`src/rtl/fp_norm_seq_if.sv`:
```
// Operand/result handshake bundle for the float normaliser.
// The slave modport is the normaliser; the master modport is the producer/consumer side.
interface fp_norm_seq_if #(
    parameter int EXP_W  = 8,
    parameter int FRAC_W = 23
);
    logic              in_valid;
    logic              in_ready;
    logic              in_sign;
    logic [EXP_W-1:0]  in_exp;
    logic [FRAC_W+1:0] in_mant;
    logic              out_valid;
    logic              out_ready;
    logic              out_sign;
    logic [EXP_W-1:0]  out_exp;
    logic [FRAC_W-1:0] out_frac;
    logic              out_zero;
    logic              out_ovf;
    logic              out_unf;

    modport master (
        output in_valid, in_sign, in_exp, in_mant, out_ready,
        input  in_ready, out_valid, out_sign, out_exp, out_frac, out_zero, out_ovf, out_unf
    );

    modport slave (
        input  in_valid, in_sign, in_exp, in_mant, out_ready,
        output in_ready, out_valid, out_sign, out_exp, out_frac, out_zero, out_ovf, out_unf
    );
endinterface

```
`src/rtl/fp_norm_seq.sv`:
```
// Multi-cycle float normaliser: shifts the post-add mantissa until the hidden bit is set,
// at most STEP bits per cycle, adjusting the exponent and flagging zero/overflow/underflow.
module fp_norm_seq #(
    parameter int EXP_W  = 8,
    parameter int FRAC_W = 23,
    parameter int STEP   = 4
) (
    input  logic          clk,
    input  logic          rst_n,
    fp_norm_seq_if.slave  bus
);
    localparam int MANT_W = FRAC_W + 2;
    localparam logic [EXP_W-1:0] EXP_MAX = '1;

    typedef enum logic [1:0] {ST_IDLE, ST_SHIFT, ST_DONE} state_t;

    state_t            r_state;
    logic [MANT_W-1:0] r_mant;
    logic [EXP_W-1:0]  r_exp;
    logic              r_sign;
    logic              r_valid;
    logic              r_zero;
    logic              r_ovf;
    logic              r_unf;

    int                w_lz;
    int                w_k;
    logic [EXP_W-1:0]  w_exp_inc;

    // Leading zeros of the hidden+fraction field; ascending scan so the highest set bit wins.
    always_comb begin
        w_lz = FRAC_W + 1;
        for (int i = 0; i <= FRAC_W; i++) begin
            if (r_mant[i]) w_lz = FRAC_W - i;
        end
        w_k = (w_lz < STEP) ? w_lz : STEP;
    end

    assign w_exp_inc = bus.in_exp + EXP_W'(1);

    always_ff @(posedge clk or negedge rst_n) begin
        if (!rst_n) begin
            r_state <= ST_IDLE;
            r_mant  <= '0;
            r_exp   <= '0;
            r_sign  <= 1'b0;
            r_valid <= 1'b0;
            r_zero  <= 1'b0;
            r_ovf   <= 1'b0;
            r_unf   <= 1'b0;
        end else begin
            case (r_state)
                ST_IDLE: begin
                    if (bus.in_valid) begin
                        r_sign <= bus.in_sign;
                        r_zero <= 1'b0;
                        r_ovf  <= 1'b0;
                        r_unf  <= 1'b0;
                        if (bus.in_exp == EXP_MAX) begin
                            r_exp   <= EXP_MAX;
                            r_mant  <= '0;
                            r_ovf   <= 1'b1;
                            r_valid <= 1'b1;
                            r_state <= ST_DONE;
                        end else if (bus.in_mant == '0) begin
                            r_exp   <= '0;
                            r_mant  <= '0;
                            r_zero  <= 1'b1;
                            r_valid <= 1'b1;
                            r_state <= ST_DONE;
                        end else if (bus.in_mant[MANT_W-1]) begin
                            // Carry out of the add: renormalise right by one, truncating the LSB.
                            r_exp <= w_exp_inc;
                            if (w_exp_inc == EXP_MAX) begin
                                r_mant <= '0;
                                r_ovf  <= 1'b1;
                            end else begin
                                r_mant <= bus.in_mant >> 1;
                            end
                            r_valid <= 1'b1;
                            r_state <= ST_DONE;
                        end else if (bus.in_mant[FRAC_W]) begin
                            r_exp   <= bus.in_exp;
                            r_mant  <= bus.in_mant;
                            r_valid <= 1'b1;
                            r_state <= ST_DONE;
                        end else begin
                            r_exp   <= bus.in_exp;
                            r_mant  <= bus.in_mant;
                            r_state <= ST_SHIFT;
                        end
                    end
                end
                ST_SHIFT: begin
                    // Exponent would reach zero or below: flush rather than produce a subnormal.
                    if (int'(r_exp) <= w_k) begin
                        r_exp   <= '0;
                        r_mant  <= '0;
                        r_zero  <= 1'b1;
                        r_unf   <= 1'b1;
                        r_valid <= 1'b1;
                        r_state <= ST_DONE;
                    end else begin
                        r_mant <= r_mant << w_k;
                        r_exp  <= r_exp - EXP_W'(w_k);
                        if (w_k == w_lz) begin
                            r_valid <= 1'b1;
                            r_state <= ST_DONE;
                        end
                    end
                end
                ST_DONE: begin
                    if (bus.out_ready) begin
                        r_valid <= 1'b0;
                        r_state <= ST_IDLE;
                    end
                end
                default: r_state <= ST_IDLE;
            endcase
        end
    end

    assign bus.in_ready  = (r_state == ST_IDLE);
    assign bus.out_valid = r_valid;
    assign bus.out_sign  = r_sign;
    assign bus.out_exp   = r_exp;
    assign bus.out_frac  = r_mant[FRAC_W-1:0];
    assign bus.out_zero  = r_zero;
    assign bus.out_ovf   = r_ovf;
    assign bus.out_unf   = r_unf;
endmodule

```
`src/flat_wrapper.sv`:
```
// flat-port wrapper written by rule: the top's interface ports become plain ports
module fp_norm_seq_flat 
#(
    parameter int EXP_W  = 8,
    parameter int FRAC_W = 23,
    parameter int STEP   = 4
)
  (clk, rst_n, bus_in_valid, bus_in_sign, bus_in_exp, bus_in_mant, bus_out_ready, bus_in_ready, bus_out_valid, bus_out_sign, bus_out_exp, bus_out_frac, bus_out_zero, bus_out_ovf, bus_out_unf);
  fp_norm_seq_if #(.EXP_W(EXP_W), .FRAC_W(FRAC_W)) bus_i ();
  input  logic clk;
  input  logic rst_n;
  input wire logic [$bits(bus_i.in_valid)-1:0] bus_in_valid;
  input wire logic [$bits(bus_i.in_sign)-1:0] bus_in_sign;
  input wire logic [$bits(bus_i.in_exp)-1:0] bus_in_exp;
  input wire logic [$bits(bus_i.in_mant)-1:0] bus_in_mant;
  input wire logic [$bits(bus_i.out_ready)-1:0] bus_out_ready;
  output wire logic [$bits(bus_i.in_ready)-1:0] bus_in_ready;
  output wire logic [$bits(bus_i.out_valid)-1:0] bus_out_valid;
  output wire logic [$bits(bus_i.out_sign)-1:0] bus_out_sign;
  output wire logic [$bits(bus_i.out_exp)-1:0] bus_out_exp;
  output wire logic [$bits(bus_i.out_frac)-1:0] bus_out_frac;
  output wire logic [$bits(bus_i.out_zero)-1:0] bus_out_zero;
  output wire logic [$bits(bus_i.out_ovf)-1:0] bus_out_ovf;
  output wire logic [$bits(bus_i.out_unf)-1:0] bus_out_unf;
  assign bus_i.in_valid = bus_in_valid;
  assign bus_i.in_sign = bus_in_sign;
  assign bus_i.in_exp = bus_in_exp;
  assign bus_i.in_mant = bus_in_mant;
  assign bus_i.out_ready = bus_out_ready;
  assign bus_in_ready = bus_i.in_ready;
  assign bus_out_valid = bus_i.out_valid;
  assign bus_out_sign = bus_i.out_sign;
  assign bus_out_exp = bus_i.out_exp;
  assign bus_out_frac = bus_i.out_frac;
  assign bus_out_zero = bus_i.out_zero;
  assign bus_out_ovf = bus_i.out_ovf;
  assign bus_out_unf = bus_i.out_unf;
  fp_norm_seq #(.EXP_W(EXP_W), .FRAC_W(FRAC_W), .STEP(STEP)) u_core (.clk(clk), .rst_n(rst_n), .bus(bus_i));
endmodule
```
`config.mk`:
```
export PLATFORM = sky130hd
export DESIGN_NAME = fp_norm_seq_flat
export DESIGN_NICKNAME = d
export VERILOG_FILES = /design/src/rtl/fp_norm_seq_if.sv /design/src/rtl/fp_norm_seq.sv /design/src/flat_wrapper.sv
export SDC_FILE = /design/constraint.sdc
export NUM_CORES = 1
export LEC_CHECK = 0
export CAP_MARGIN = 20
export CELL_PAD_IN_SITES_DETAIL_PLACEMENT = 1
export CELL_PAD_IN_SITES_GLOBAL_PLACEMENT = 1
export CORE_MARGIN = 1.5
export CORE_UTILIZATION = 39
export CTS_CLUSTER_DIAMETER = 120
export DETAILED_ROUTE_END_ITERATION = 10
export PLACE_DENSITY = 0.91
export SLEW_MARGIN = 40
export SYNTH_ARGS = -nofsm -noshare
export SYNTH_HDL_FRONTEND = slang
export SYNTH_SLANG_ARGS = --single-unit
```
`constraint.sdc`:
```
create_clock -name clk -period 3.5 [get_ports clk]
set_input_delay 0.7 -clock clk [delete_from_list [all_inputs] [get_ports clk]]
set_output_delay 0.7 -clock clk [all_outputs]
set_load 0.01 [all_outputs]
```
==> flow_summary_export.csv <==
group,metric,value,unit
global_route,grt_pass1_wl,18.8,mm
global_route,grt_usage,0.244,
route,drtIter0Drc,183,
worst_setup_path,worstPathMaxFanout,20,
sta,maxSlewHeadroom,0.565,
floorplan,start_util,0.406,
clock_network,cts_sinks,39,
floorplan,fp-row-count,34,
clock_network,postCtsSetupBuffers,0,
place,place_hpwl,8.82,mm
clock_network,cts_buffer_depth,2,
worst_setup_path,worstSetupStartpointType,"register",
power_and_ir_drop,p_per_area,621,nW/um2
sta,final_hold_viol_count,0,
sta,worst_slew_pin_slew,0.651,ns
clock_network,clk_pin_slew,0.08,ns
clock_network,cts_resized,0,
clock_network,root_buffer,"clkbuf_8",
sta,holdWs,0.380,ns
place,portBuffers,74,
worst_setup_path,worstPathRequired,3.68,ns
sta,fin_tns_setup,0,ns
synthesis,synth.top_cell.area_share,0.273,
sta,fin_skew,0.00778,ns
global_route,antenna_found_initial,0,
run,maxCapViolCount,0,
synthesis,synthFlopType,"dfrtp_1",
min_path,holdCritPathClass,"in2async",
sta,rsz0062_at_grt,"false",
clock_network,postCtsHoldBufs,0,
floorplan,placeableCoreArea,8810,um2
synthesis,syn_area,3580,um2
clock_network,numCtsBuffers,5,
route,vias_per_cell,6.33,
floorplan,die_w,98.8,um
sta,clock.fmax,306,MHz
route,wirelength,11.9,mm
synthesis,synth_edf_count,0,
final_layout,area_growth,20.6,%
route,firstDrtPassIters,8,
final_layout,num_antenna_cells,0,
floorplan,dieArea,9760,um2
power_and_ir_drop,cellLeakagePower,1.81,nW
global_route,grt_pass1_vias,3573,
route,vias,3420,
final_layout,drive_above_1_share,0.102,
status,violations,"design-rule violations",
synthesis,synthDistinctLibCells,60,
global_route,grt_max_degree,40,
route,drc,3,
clock_network,clock_latency,0.30,ns
global_route,overflow,0,
synthesis,synth_top_cell_by_area,"dfrtp_1",
sta,maxSlewViolCount,0,
clock_network,cts_tree,"yes",
synthesis,ys_async_sr_fraction,1.00,
sta,finalCritPeriodShare,0.934,
synthesis,avgSynthCellArea,9.20,um2
worst_setup_path,cp.arrival,3.45,ns
route,final_antenna_net_count,0,
place,gp_congestion,0.927,
synthesis,yosysWarnings,0,
route,routedWlPerCell,22.0,um
final_layout,fillCellCount,1004,
clock_network,htreeDepth,2,
synthesis,syn_inst,389,
sta,period_needed,3.27,ns
synthesis,ys_top_cells_by_area,"dfrtp_1 (27%), mux2i_1 (13%), buf_4 (5.2%)",
sta,setup_viol,0,
power_and_ir_drop,power,2.68,mW
floorplan,die_h,98.8,um
worst_setup_path,crit_type,"reg2reg",
power_and_ir_drop,vdd_drop_max,0.221,mV
synthesis,syn-num-nets,436,
final_layout,final_nets,479,
status,outcome,"finished, violations left",
synthesis,synth.ff_latch_count,39,
synthesis,yosysSeqAreaShare,0.273,
floorplan,io-pin-count,75,
worst_setup_path,end_kind,"register",
[power breakdown]
part	internal (mW)	switching [mW]
combinational	0.764	0.727
clock	0.155	0.174
sequential	0.600	0.261
[cell usage after synthesis (all sizes together) (3+ instances only)]
library cell  number
a221o              4
buf               36
nand3              6
mux4              10
xnor2              4
o221ai            12
o21ai             28
a21o               6
clkbuf            13
o22ai              5
nor2              28
nand2b             5
inv               14
nand2             33
a221oi             3
a2111oi            3
nand4              3
a22oi              3
nor4              10
dfrtp             39
nor3               8
mux2i             47
a32oi              5
ha                 8
xor2               6
mux2               7
a21oi             17
nor2b              4
[worst max-delay path, cell delays in order (launching register included)]
cell and delay, ns:
dfrtp_1 0.49, inv_1 0.17, a21o_4 0.31, inv_2 0.22, ha_1 0.20, inv_1 0.05, fa_1 0.40, a21o_1 0.19
a21o_1 0.21, a21oi_1 0.20, buf_4 0.32, nor4_1 0.09, a221o_1 0.29
[sequential cells by signal, indices dropped and copies added, names as in the netlist]
register              cells
u_core.r_state            2
u_core.bus.out_exp        8
u_core.r_mant            24
u_core.bus.out_ovf        1
u_core.bus.out_zero       1
u_core.bus.out_sign       1
u_core.bus.out_valid      1
u_core.bus.out_unf        1
[layout by cell type, fill, tap and decap left out, types with 2 or more instances in the layout]
| master | instances |
|---|---|
| and4_1 | 2 |
| a21oi_1 | 17 |
| nor2b_1 | 4 |
| o221ai_1 | 12 |
| inv_2 | 2 |
| a221oi_1 | 3 |
| nand2_1 | 33 |
| xnor2_1 | 4 |
| o21ai_1 | 3 |
| nor3_1 | 8 |
| mux2i_1 | 47 |
| nor4_1 | 7 |
| nand3_1 | 6 |
| nand4_1 | 3 |
| or4_1 | 2 |
| inv_1 | 12 |
| a22oi_1 | 3 |
| clkbuf_8 | 6 |
| a21o_1 | 5 |
| xor2_1 | 6 |
| o22ai_1 | 5 |
| ha_1 | 8 |
| nand2b_1 | 4 |
| o21ai_0 | 24 |
| a221o_1 | 4 |
| buf_4 | 12 |
| mux4_1 | 6 |
| nor2_1 | 28 |
| dfrtp_1 | 39 |
| mux2_2 | 7 |
| or2_2 | 2 |
| a32oi_1 | 5 |
| mux4_2 | 4 |
| clkdlybuf4s50_1 | 72 |
| nor4_4 | 2 |
[routing by layer]
layer  part of all wire  track usage
met1               0.42        0.312
met3              0.067       0.0390
met2               0.49        0.414
met4              0.023       0.0901
met5                  0            0
[worst paths after layout]
path                                                     start                             end  slack, ns  cells after the start
worst max-delay path             u_core.r_mant[22]$_DFFE_PN0P_    u_core.r_mant[1]$_DFFE_PN0P_       0.23                     12
worst min-delay path                                     rst_n    u_core.r_mant[7]$_DFFE_PN0P_       0.38                      1
worst max register to register   u_core.r_mant[22]$_DFFE_PN0P_    u_core.r_mant[1]$_DFFE_PN0P_       0.23                     12
worst min register to register  u_core.bus.out_unf$_DFFE_PN0P_  u_core.bus.out_unf$_DFFE_PN0P_       0.50                      2
max in group asynchronous                                rst_n  u_core.bus.out_unf$_DFFE_PN0P_       2.76                      1
min in group clk                u_core.bus.out_unf$_DFFE_PN0P_  u_core.bus.out_unf$_DFFE_PN0P_       0.50                      2
[metrics by stage]
stage	setup slack, ns	area (um2)	cells	utilization
floorplan	0.451	3580	389	-
global placement	0.412	4230	533	0.480
detailed placement	0.168	4230	533	0.480
CTS	0.269	4320	540	0.490
global route	0.0363	4320	540	0.490
finish	0.231	4320	540	0.490
[cell families after synthesis]
logic type | share of synthesized area
AO/OA/AOI/OAI | 0.186
XOR/XNOR | 0.0245
adder cells (fa/ha/maj) | 0.0336
buffers and inverters | 0.100
flip-flops | 0.273
multiplexers | 0.223
other | 0.00105
AND/OR/NAND/NOR | 0.160
[layout make-up]
cell class                      count  area (um2)  area share
Multi-Input combinational cell    287        2250       0.521
Sequential cell                    39         976       0.226
Timing Repair Buffer               85         816       0.189
Tap cell                          108         135      0.0313
Clock buffer                        6        82.6      0.0191
Inverter                           14        52.6      0.0122
Clock inverter                      1        5.00     0.00116
Power figures use the tool's default switching activity.
